### src/rtl/regfile_pkg.sv
// Shared definitions for the register-file write path: default sizes, the
// write-request record and the one-hot register-select decoder.
package regfile_pkg;

   localparam int DW_DEFAULT    = 16;
   localparam int NREG_DEFAULT  = 8;
   localparam int AW_DEFAULT    = (NREG_DEFAULT > 1) ? $clog2(NREG_DEFAULT) : 1;
   localparam int DEPTH_DEFAULT = 4;

   // One write request at the default sizes.
   typedef struct packed {
      logic [AW_DEFAULT-1:0] addr;
      logic [DW_DEFAULT-1:0] data;
   } wr_req_t;

   // One-hot select of register idx among n registers (n <= 64). An index at
   // or beyond n selects nothing, so such a write is dropped. Callers keep the
   // low n bits of the result.
   function automatic logic [63:0] onehot_dec(input logic [31:0] idx, input int unsigned n);
      logic [63:0] sel;
      sel = '0;
      if ((idx < n) && (idx < 32'd64)) begin
         sel[idx[5:0]] = 1'b1;
      end
      return sel;
   endfunction

endpackage

### src/rtl/regfile_write_ctrl_if.sv
// Write-request handshake and register-drive bus of the register-file write
// front end. The requester uses the master modport, the controller the slave.
interface regfile_write_ctrl_if #(
   parameter int DW    = 16,
   parameter int NREG  = 8,
   parameter int DEPTH = 4
);
   localparam int AW = (NREG > 1) ? $clog2(NREG) : 1;
   localparam int CW = $clog2(DEPTH) + 1;

   logic          wr_valid;
   logic          wr_ready;
   logic [AW-1:0] wr_addr;
   logic [DW-1:0] wr_data;
   logic          hold;
   logic [DW-1:0] sin;
   logic [NREG-1:0] ce;
   logic          busy;
   logic [CW-1:0] count;

   modport master (
      output wr_valid, wr_addr, wr_data, hold,
      input  wr_ready, sin, ce, busy, count
   );

   modport slave (
      input  wr_valid, wr_addr, wr_data, hold,
      output wr_ready, sin, ce, busy, count
   );

endinterface

### src/rtl/regfile_wr_fifo.sv
// Synchronous FIFO holding pending register writes. Pointers carry one extra
// wrap bit so full and empty are told apart without a separate counter.
module regfile_wr_fifo #(
   parameter int WIDTH = 19,
   parameter int DEPTH = 4,
   localparam int PW   = $clog2(DEPTH) + 1
) (
   input  logic             clk,
   input  logic             rst_n,
   input  logic             push,
   input  logic [WIDTH-1:0] wdata,
   input  logic             pop,
   output logic [WIDTH-1:0] rdata,
   output logic             full,
   output logic             empty,
   output logic [PW-1:0]    count
);

   logic [WIDTH-1:0] mem [DEPTH];
   logic [PW-1:0]    wr_ptr;
   logic [PW-1:0]    rd_ptr;
   logic             do_push;
   logic             do_pop;

   assign empty   = (wr_ptr == rd_ptr);
   assign full    = (wr_ptr[PW-2:0] == rd_ptr[PW-2:0]) && (wr_ptr[PW-1] != rd_ptr[PW-1]);
   assign count   = wr_ptr - rd_ptr;
   assign rdata   = mem[rd_ptr[PW-2:0]];
   assign do_push = push && !full;
   assign do_pop  = pop && !empty;

   // Advance pointers on accepted push/pop; wrap is natural modulo 2*DEPTH.
   // NOTE: state registers use non-blocking assignments so every flop samples pre-edge values.
   always_ff @(posedge clk or negedge rst_n) begin
      if (!rst_n) begin
         wr_ptr <= '0;
         rd_ptr <= '0;
      end else begin
         if (do_push) wr_ptr <= wr_ptr + 1'b1;
         if (do_pop)  rd_ptr <= rd_ptr + 1'b1;
      end
   end

   // Store the incoming request at the write slot.
   // NOTE: storage is deliberately not reset; only the pointers decide which entries are valid.
   always_ff @(posedge clk) begin
      if (do_push) mem[wr_ptr[PW-2:0]] <= wdata;
   end

endmodule

### src/rtl/regfile_write_ctrl.sv
// Write-port front end of the register file: accepts valid/ready requests,
// queues them, and drains one per cycle as a data bus plus a one-hot
// clock-enable pulse. Optional build macro REGFILE_R0_ZERO_EN makes
// register 0 read-only zero (its ce bit is never asserted).
module regfile_write_ctrl
   import regfile_pkg::*;
#(
   parameter int DW    = DW_DEFAULT,
   parameter int NREG  = NREG_DEFAULT,
   parameter int DEPTH = DEPTH_DEFAULT
) (
   input logic                 clk,
   input logic                 rst_n,
   regfile_write_ctrl_if.slave bus
);

   localparam int AW = (NREG > 1) ? $clog2(NREG) : 1;
   localparam int CW = $clog2(DEPTH) + 1;

   typedef struct packed {
      logic [AW-1:0] addr;
      logic [DW-1:0] data;
   } req_t;

   req_t            push_req;
   req_t            head;
   logic            full;
   logic            empty;
   logic            push;
   logic            pop;
   logic [CW-1:0]   fifo_count;
   logic [63:0]     dec_full;
   logic [NREG-1:0] ce_d;
   logic [NREG-1:0] ce_q;
   logic [DW-1:0]   sin_q;

   // Ready depends on registered occupancy only, never on wr_valid.
   assign bus.wr_ready = !full;
   assign push         = bus.wr_valid && !full;
   assign pop          = !empty && !bus.hold;
   assign push_req     = '{addr: bus.wr_addr, data: bus.wr_data};

   regfile_wr_fifo #(
      .WIDTH ($bits(req_t)),
      .DEPTH (DEPTH)
   ) u_fifo (
      .clk   (clk),
      .rst_n (rst_n),
      .push  (push),
      .wdata (push_req),
      .pop   (pop),
      .rdata (head),
      .full  (full),
      .empty (empty),
      .count (fifo_count)
   );

   // Decode the head entry's address into the register clock-enable pattern.
   // NOTE: every always_comb output gets a default first so no latch is inferred.
   always_comb begin
      dec_full = onehot_dec(32'(head.addr), NREG);
      ce_d     = dec_full[NREG-1:0];
`ifdef REGFILE_R0_ZERO_EN
      ce_d[0]  = 1'b0;
`else
`endif
   end

   // Drive the bus on each pop; ce is a one-cycle pulse, sin holds between pops.
   always_ff @(posedge clk or negedge rst_n) begin
      if (!rst_n) begin
         ce_q  <= '0;
         sin_q <= '0;
      end else if (pop) begin
         ce_q  <= ce_d;
         sin_q <= head.data;
      end else begin
         ce_q  <= '0;
      end
   end

   assign bus.ce    = ce_q;
   assign bus.sin   = sin_q;
   assign bus.count = fifo_count;
   assign bus.busy  = !empty || (|ce_q);

endmodule
### src/flat_wrapper.sv
// flat-port wrapper written by rule: the top's interface ports become plain ports
module regfile_write_ctrl_flat import regfile_pkg::*;
#(
   parameter int DW    = DW_DEFAULT,
   parameter int NREG  = NREG_DEFAULT,
   parameter int DEPTH = DEPTH_DEFAULT
)
  (clk, rst_n, bus_wr_valid, bus_wr_addr, bus_wr_data, bus_hold, bus_wr_ready, bus_sin, bus_ce, bus_busy, bus_count);
  regfile_write_ctrl_if #(.DW(DW), .NREG(NREG), .DEPTH(DEPTH)) bus_i ();
  input logic clk;
  input logic rst_n;
  input wire logic [$bits(bus_i.wr_valid)-1:0] bus_wr_valid;
  input wire logic [$bits(bus_i.wr_addr)-1:0] bus_wr_addr;
  input wire logic [$bits(bus_i.wr_data)-1:0] bus_wr_data;
  input wire logic [$bits(bus_i.hold)-1:0] bus_hold;
  output wire logic [$bits(bus_i.wr_ready)-1:0] bus_wr_ready;
  output wire logic [$bits(bus_i.sin)-1:0] bus_sin;
  output wire logic [$bits(bus_i.ce)-1:0] bus_ce;
  output wire logic [$bits(bus_i.busy)-1:0] bus_busy;
  output wire logic [$bits(bus_i.count)-1:0] bus_count;
  assign bus_i.wr_valid = bus_wr_valid;
  assign bus_i.wr_addr = bus_wr_addr;
  assign bus_i.wr_data = bus_wr_data;
  assign bus_i.hold = bus_hold;
  assign bus_wr_ready = bus_i.wr_ready;
  assign bus_sin = bus_i.sin;
  assign bus_ce = bus_i.ce;
  assign bus_busy = bus_i.busy;
  assign bus_count = bus_i.count;
  regfile_write_ctrl #(.DW(DW), .NREG(NREG), .DEPTH(DEPTH)) u_core (.clk(clk), .rst_n(rst_n), .bus(bus_i));
endmodule
### config.mk
export PLATFORM = sky130hd
export DESIGN_NAME = regfile_write_ctrl_flat
export DESIGN_NICKNAME = d
export VERILOG_FILES = /design/src/rtl/regfile_pkg.sv /design/src/rtl/regfile_write_ctrl_if.sv /design/src/rtl/regfile_wr_fifo.sv /design/src/rtl/regfile_write_ctrl.sv /design/src/flat_wrapper.sv
export SDC_FILE = /design/constraint.sdc
export NUM_CORES = 1
export LEC_CHECK = 0
export ABC_AREA = 1
export CORE_MARGIN = 4
export CORE_UTILIZATION = 35
export CTS_CLUSTER_SIZE = 10
export DETAILED_ROUTE_END_ITERATION = 7
export GPL_TIMING_DRIVEN = 0
export PLACE_DENSITY = 0.55
export SYNTH_ARGS = -nofsm -noshare
export SYNTH_HDL_FRONTEND = slang
export SYNTH_SLANG_ARGS = --single-unit
### constraint.sdc
create_clock -name clk -period 2.25 [get_ports clk]
set_input_delay 0.5625 -clock clk [delete_from_list [all_inputs] [get_ports clk]]
set_output_delay 0.5625 -clock clk [all_outputs]
set_load 0.01 [all_outputs]
## Word-level counts from Yosys, hierarchy flattened

Memories as Yosys holds them, arrays and structs flattened.
Cells that the tools add are included.

| storage, ports and cells | value |
|---|---|
| output and inout port bits | 29 |
| ROM bits | 0 |
| bits in latches | 0 |
| RAM bits | 76 |
| bits in registers | 30 |
| memories kept | 1 |

Memory list:

| memory | words | width | read ports | clocked after Yosys merged registers in | wr ports | RTL line | source |
|---|---|---|---|---|---|---|---|
| u_core.u_fifo.mem | 4 | 19 | 1 | 0 | 1 | regfile_wr_fifo.sv:19 | `logic [WIDTH-1:0] mem [DEPTH];` |

| cells by class | value |
|---|---|
| multiply operators | 0 |
| $lt $le $gt $ge | 2 |
| reduce and logical (&&, ||, !) cells | 11 |
| shifts and indexed selects | 0 |
| bitwise gates (word level) | 0 |
| multiplexer cells | 5 |
| equal/unequal tests | 3 |
| add/subtract/negate cells | 3 |
| divide/modulo/power cells | 0 |

Operators with widths:

| kind | count |
|---|---|
| two-way mux 8 bit | 1 |
| OR reduction 8 bit | 1 |
| less-than comparator 3 x 7 -> 1 bit, second input constant | 1 |
| adder 3 x 1 -> 3 bit, second input constant | 2 |
| logical AND 1 bit | 6 |
| demux 1 bit (select 3 bit) | 1 |
| equality test 3 bit | 1 |
| greater-or-equal comparator 3 x 1 -> 1 bit, second input constant | 1 |
| logical NOT 1 bit | 3 |
| two-way mux 1 bit | 3 |
| subtractor 3 bit | 1 |
| equality test 2 bit | 1 |
| logical OR 1 bit | 1 |
| != test 1 bit | 1 |

## Depth between registers and ports, before layout

| depth | value |
|---|---|
| word-level depth | 7 |
| gate-level depth with buffers | 10 |

## Modules after synthesis

From an unflattened synthesis, not the netlist that was laid out.

| second synthesis, totals | value |
|---|---|
| cells, all modules | 352 |
| area, all modules | 4,250.3 µm² |

Modules (own cells, without submodules):

| module | cells each | area an instance (µm²) | times used |
|---|---|---|---|
| regfile_wr_fifo | 247 | 3,300.7 | 1 |
| regfile_write_ctrl | 105 | 949.7 | 1 |

## Least setup slack after synthesis

No wires, ideal clock.

| timing | value |
|---|---|
| path type | register to register |
| from | register u_core.u_fifo.rd_ptr[1] |
| to | memory u_core.u_fifo.mem[0][0] (enable) |
| setup time | 0.395 ns |
| path slack | -0.348 ns |
| clock period less this slack | 2.598 ns |
| cell stages (with the launch flop) | 9 |
| arrival | 2.204 ns |
| cells stage by stage | dfrtp_1 inv_1 buf_2 ha_1 nand2_1 inv_1 nand2_1 nand2_2 nor2_1 |

| on the way | value |
|---|---|
| cells in the longest elaborated chain, start to end | 7 |

Ends and longest elaborated chain:

| item | RTL line | source |
|---|---|---|
| start: declaration | regfile_wr_fifo.sv:21 | `logic [PW-1:0] rd_ptr;` |
| start signal: assignment | regfile_wr_fifo.sv:40 | `if (do_pop) rd_ptr <= rd_ptr + 1'b1;` |
| equality test 2 bit * | regfile_wr_fifo.sv:26 | `assign full = (wr_ptr[PW-2:0] == rd_ptr[PW-2:0]) && (wr_ptr[PW-1] != rd_ptr[PW-1]);` |
| logical AND 1 bit * | regfile_wr_fifo.sv:26 |  |
| logical NOT 1 bit * | - |  |
| via bus_wr_ready | flat_wrapper.sv:16 | `output wire logic [$bits(bus_i.wr_ready)-1:0] bus_wr_ready;` |
| logical AND 1 bit | regfile_write_ctrl.sv:39 | `assign push = bus.wr_valid && !full;` |
| logical AND 1 bit * | regfile_wr_fifo.sv:29 | `assign do_push = push && !full;` |
| two-way mux 1 bit * | regfile_wr_fifo.sv:47 | `if (do_push) mem[wr_ptr[PW-2:0]] <= wdata;` |
| two-way mux 1 bit (implied by the code) * | regfile_wr_fifo.sv:47 |  |
| end: declaration | regfile_wr_fifo.sv:19 |  |

Mark *: on every way through the listed nets, which the timed path passes. The rest lies on a longest branch.

## Worst setup path after layout

| timing | value |
|---|---|
| from | register u_core.u_fifo.rd_ptr[1] |
| to | output bus_busy |

| on the way | value |
|---|---|
| cells in the longest elaborated chain, start to end | 3 |

Ends and longest elaborated chain:

| item | RTL line | source |
|---|---|---|
| equality test 3 bit | regfile_wr_fifo.sv:25 | `assign empty = (wr_ptr == rd_ptr);` |
| logical NOT 1 bit | regfile_write_ctrl.sv:85 | `assign bus.busy = !empty \|\| (\|ce_q);` |
| logical OR 1 bit | regfile_write_ctrl.sv:85 |  |
| end: declaration | flat_wrapper.sv:19 | `output wire logic [$bits(bus_i.busy)-1:0] bus_busy;` |

Every way passes these cells.

==> flow_metrics.tcl <==
set metrics [dict create \
    setup_viol 0 \
    final_hold_viol_count 0 \
    io_buffer_count 51 \
    clkTransAtPathRegs_ns 0.07 \
    drtIter0Drc 157 \
    ioPinCount 52 \
    yosys_warnings 0 \
    post_drt_wl_per_cell_um 14.8 \
    num_antenna_cells 0 \
    viasPerCell 4.54 \
    cp_slowest_cell "dfrtp_2" \
    drv_cap 0 \
    peakVddDrop_mv 0.422 \
    mappedNetlistArea_um2 4350 \
    slew-limit-headroom_pct 51.2 \
    clockBufferDepth 2 \
    dr.pass1.iters 4 \
    cp-end-kind "output pin" \
    num_rows 40 \
    dpl.cell_count 610 \
    synth_cell_types 24 \
    internal_power_mw 4.86 \
    fin_crit_sh_pct 98.2 \
    wl_um 9490 \
    switching_share_pct 36.9 \
    switching_power_mw 2.84 \
    grt_pass1_wl_um 15400 \
    p_seq_share_pct 37.1 \
    fin_util_pct 46.3 \
    fin_crit_ns 2.21 \
    min_path_type "primary input to async pin" \
    postSynthAreaPerCell_um2 11.1 \
    status "complete, no violations" \
    critPathKind "flop to output pin" \
    cts_tree "yes" \
    yosysSeqAreaShare_pct 69.8 \
    slew_viol_final 0 \
    area_delta_synth_final_pct 28.6 \
    cp.required_ns 1.69 \
    grt_max_degree 31 \
    clock-sinks 106 \
    cts-root-buf "clkbuf_16" \
    start_util_pct 36.0 \
    syn_inst 391 \
    antenna_left 0 \
    syn_nets 422 \
    max_stage_delay_ns 0.38 \
    fin_cells 641 \
    route.vias.total 2908 \
    final_nets 499 \
    rsz0062_at_grt "yes" \
    clockPowerShare_pct 19.7 \
    crit_family "flip-flops" \
    synth.ff_latch_count 106 \
    dieArea_um2 14300 \
    core_um2 12100 \
    drc 0 \
    first_global_vias 2961 \
    dpl_worst_slack_ns -0.775 \
    cp_cell_sequence "inv_2 > buf_6 > ha_4 > nand2_2 > inv_2 > nand2_2 > or2_4 > buf_6" \
    worstSetupStartpointType "flop" \
    crit_buf_inv 4 \
    antenna_found_initial 0 \
    arrival_ns 1.65 \
    die_w_um 119 \
    startpoint "u_core.u_fifo.rd_ptr[1]$_DFFE_PN0P_" \
    power_frac_comb_pct 43.3 \
    cts_inserted_buffers 9 \
    p_leak_nw 2.31 \
    fmax_ghz 0.453 \
    drive_gt1_share_pct 16.5 \
    cp_max_fo 4 \
    htreeDepth 3 \
    grt_remaining_overflow 0 \
    timing.rr.start "u_core.u_fifo.rd_ptr[1]$_DFFE_PN0P_" \
    tightestPinTransition_ns 0.732 \
    finalPower_mw 7.70 \
    setup_tns_ns 0 \
    fin_skew_ns 0.00659 \
    powerDensity_nw_per_um2 1380 \
    fin_ws_ns 0.0403 \
    die_h_um 119 \
    grt_usage_pct 14.1 \
    dp_hpwl_um 5940 \
    clk_latency_ns 0.35 \
    gp_congestion 0.746 \
]
[through the flow]
stage / area [µm²] / hold WS, ns
floorplan: 4360 / 0.267
global placement: 5080 / 0.468
detailed placement: 5070 / 0.468
CTS: 5550 / 0.300
global route: 5590 / 0.345
finish: 5590 / 0.276
[logic make-up after synthesis]
group	share of synthesized area, %
AO/OA/AOI/OAI	4.29
adder cells (fa/ha/maj)	2.48
buffers and inverters	3.89
AND/OR/NAND/NOR	18.9
flip-flops	69.8
XOR/XNOR	0.605
[metal layers]
metal	GRT usage [%]	share of wire [%]	vias to the layer above
li1	-	-	1435
met1	16.8	44	1408
met2	25.0	51	54
met3	3.04	3.6	11
met4	4.80	1.5	0
met5	0	0	-
[worst register-to-register path, stage by stage, from the launching register on]
cell and delay (ns):
dfrtp_2 0.42, inv_2 0.08, buf_6 0.11, ha_4 0.19
nand2_2 0.07, inv_2 0.04, buf_4 0.14, nand2_4 0.09
nand2_2 0.19, nor2_4 0.20, buf_12 0.19
[what timing repair did]
item                                   in CTS  in global routing
resized for setup                          30                  8
setup endpoints to repair                  81                  4
endpoints found under the hold margin       0                  0
setup buffers                              13                  2
hold buffers                                0                  0
pin swaps                                   5                  4
[path summary, 6_finish.rpt]
kind                                                  endpoint  cells past startpoint  slack, ns
max                                                   bus_busy                      8       0.04
max reg2reg                 u_core.u_fifo.mem[0][12]$_DFFE_PP_                     10       0.22
min                              u_core.bus.sin[1]$_DFFE_PN0P_                      1       0.28
max in group asynchronous  u_core.u_fifo.rd_ptr[1]$_DFFE_PN0P_                      1       1.47
min reg2reg                     u_core.bus.sin[15]$_DFFE_PN0P_                      2       0.49
min in group clk                u_core.bus.sin[15]$_DFFE_PN0P_                      2       0.49
[placed cells by master, fill, tap and decap left out, types with 2 or more instances in the layout]
cell type and n:
clkbuf_1 2, ha_1 5, inv_2 7, nor2_4 4
o21ai_1 11, dfrtp_1 28, nand3_1 8, clkbuf_16 9
xnor2_1 2, nor2_1 28, inv_1 8, inv_6 3
clkdlybuf4s50_1 45, nand2_4 3, buf_4 15, edfxtp_1 76
nand2_1 156, buf_2 7, dfrtp_2 2, buf_12 5
buf_6 5, o21ai_0 23, nand2_2 7
[synth_stat cells, drive strengths merged]
master | n | area [µm²]
edfxtp | 76 | 2280
clkbuf | 3 | 12.5
inv | 15 | 56.3
nand2 | 166 | 651
or2 | 1 | 6.26
xnor2 | 2 | 17.5
a21oi | 1 | 16.3
buf | 13 | 100
o21ai | 34 | 170
nand3 | 8 | 40.0
xor2 | 1 | 8.76
dfrtp | 30 | 751
nor2 | 32 | 120
ha | 7 | 87.6
nand4 | 1 | 6.26
fa | 1 | 20.0
[state kept, by name, summed over array words and instances, names as in the netlist]
register,count
u_core.bus.ce,8
u_core.u_fifo.mem,76
u_core.u_fifo.rd_ptr,3
u_core.bus.sin,16
u_core.u_fifo.wr_ptr,3
[power by group through the flow]
stage	registers (mW)	logic (mW)	clock network (mW)
floorplan	2.96	1.75	0
global placement	2.91	2.98	0
detailed placement	2.94	3.00	0
CTS	2.85	3.32	1.54
global route	2.91	3.75	1.62
finish	2.86	3.33	1.51
[final cells by class]
class	count	area (µm²)
clock buffers	10	239
flip-flops and latches	106	3040
multi-input cells	254	1210
repair buffers	66	676
inverters	15	56.3
fillers	1133	6470
well taps	168	210
clock inverters	6	47.5
plain buffers	16	119
(Power assumes the default switching activity.)
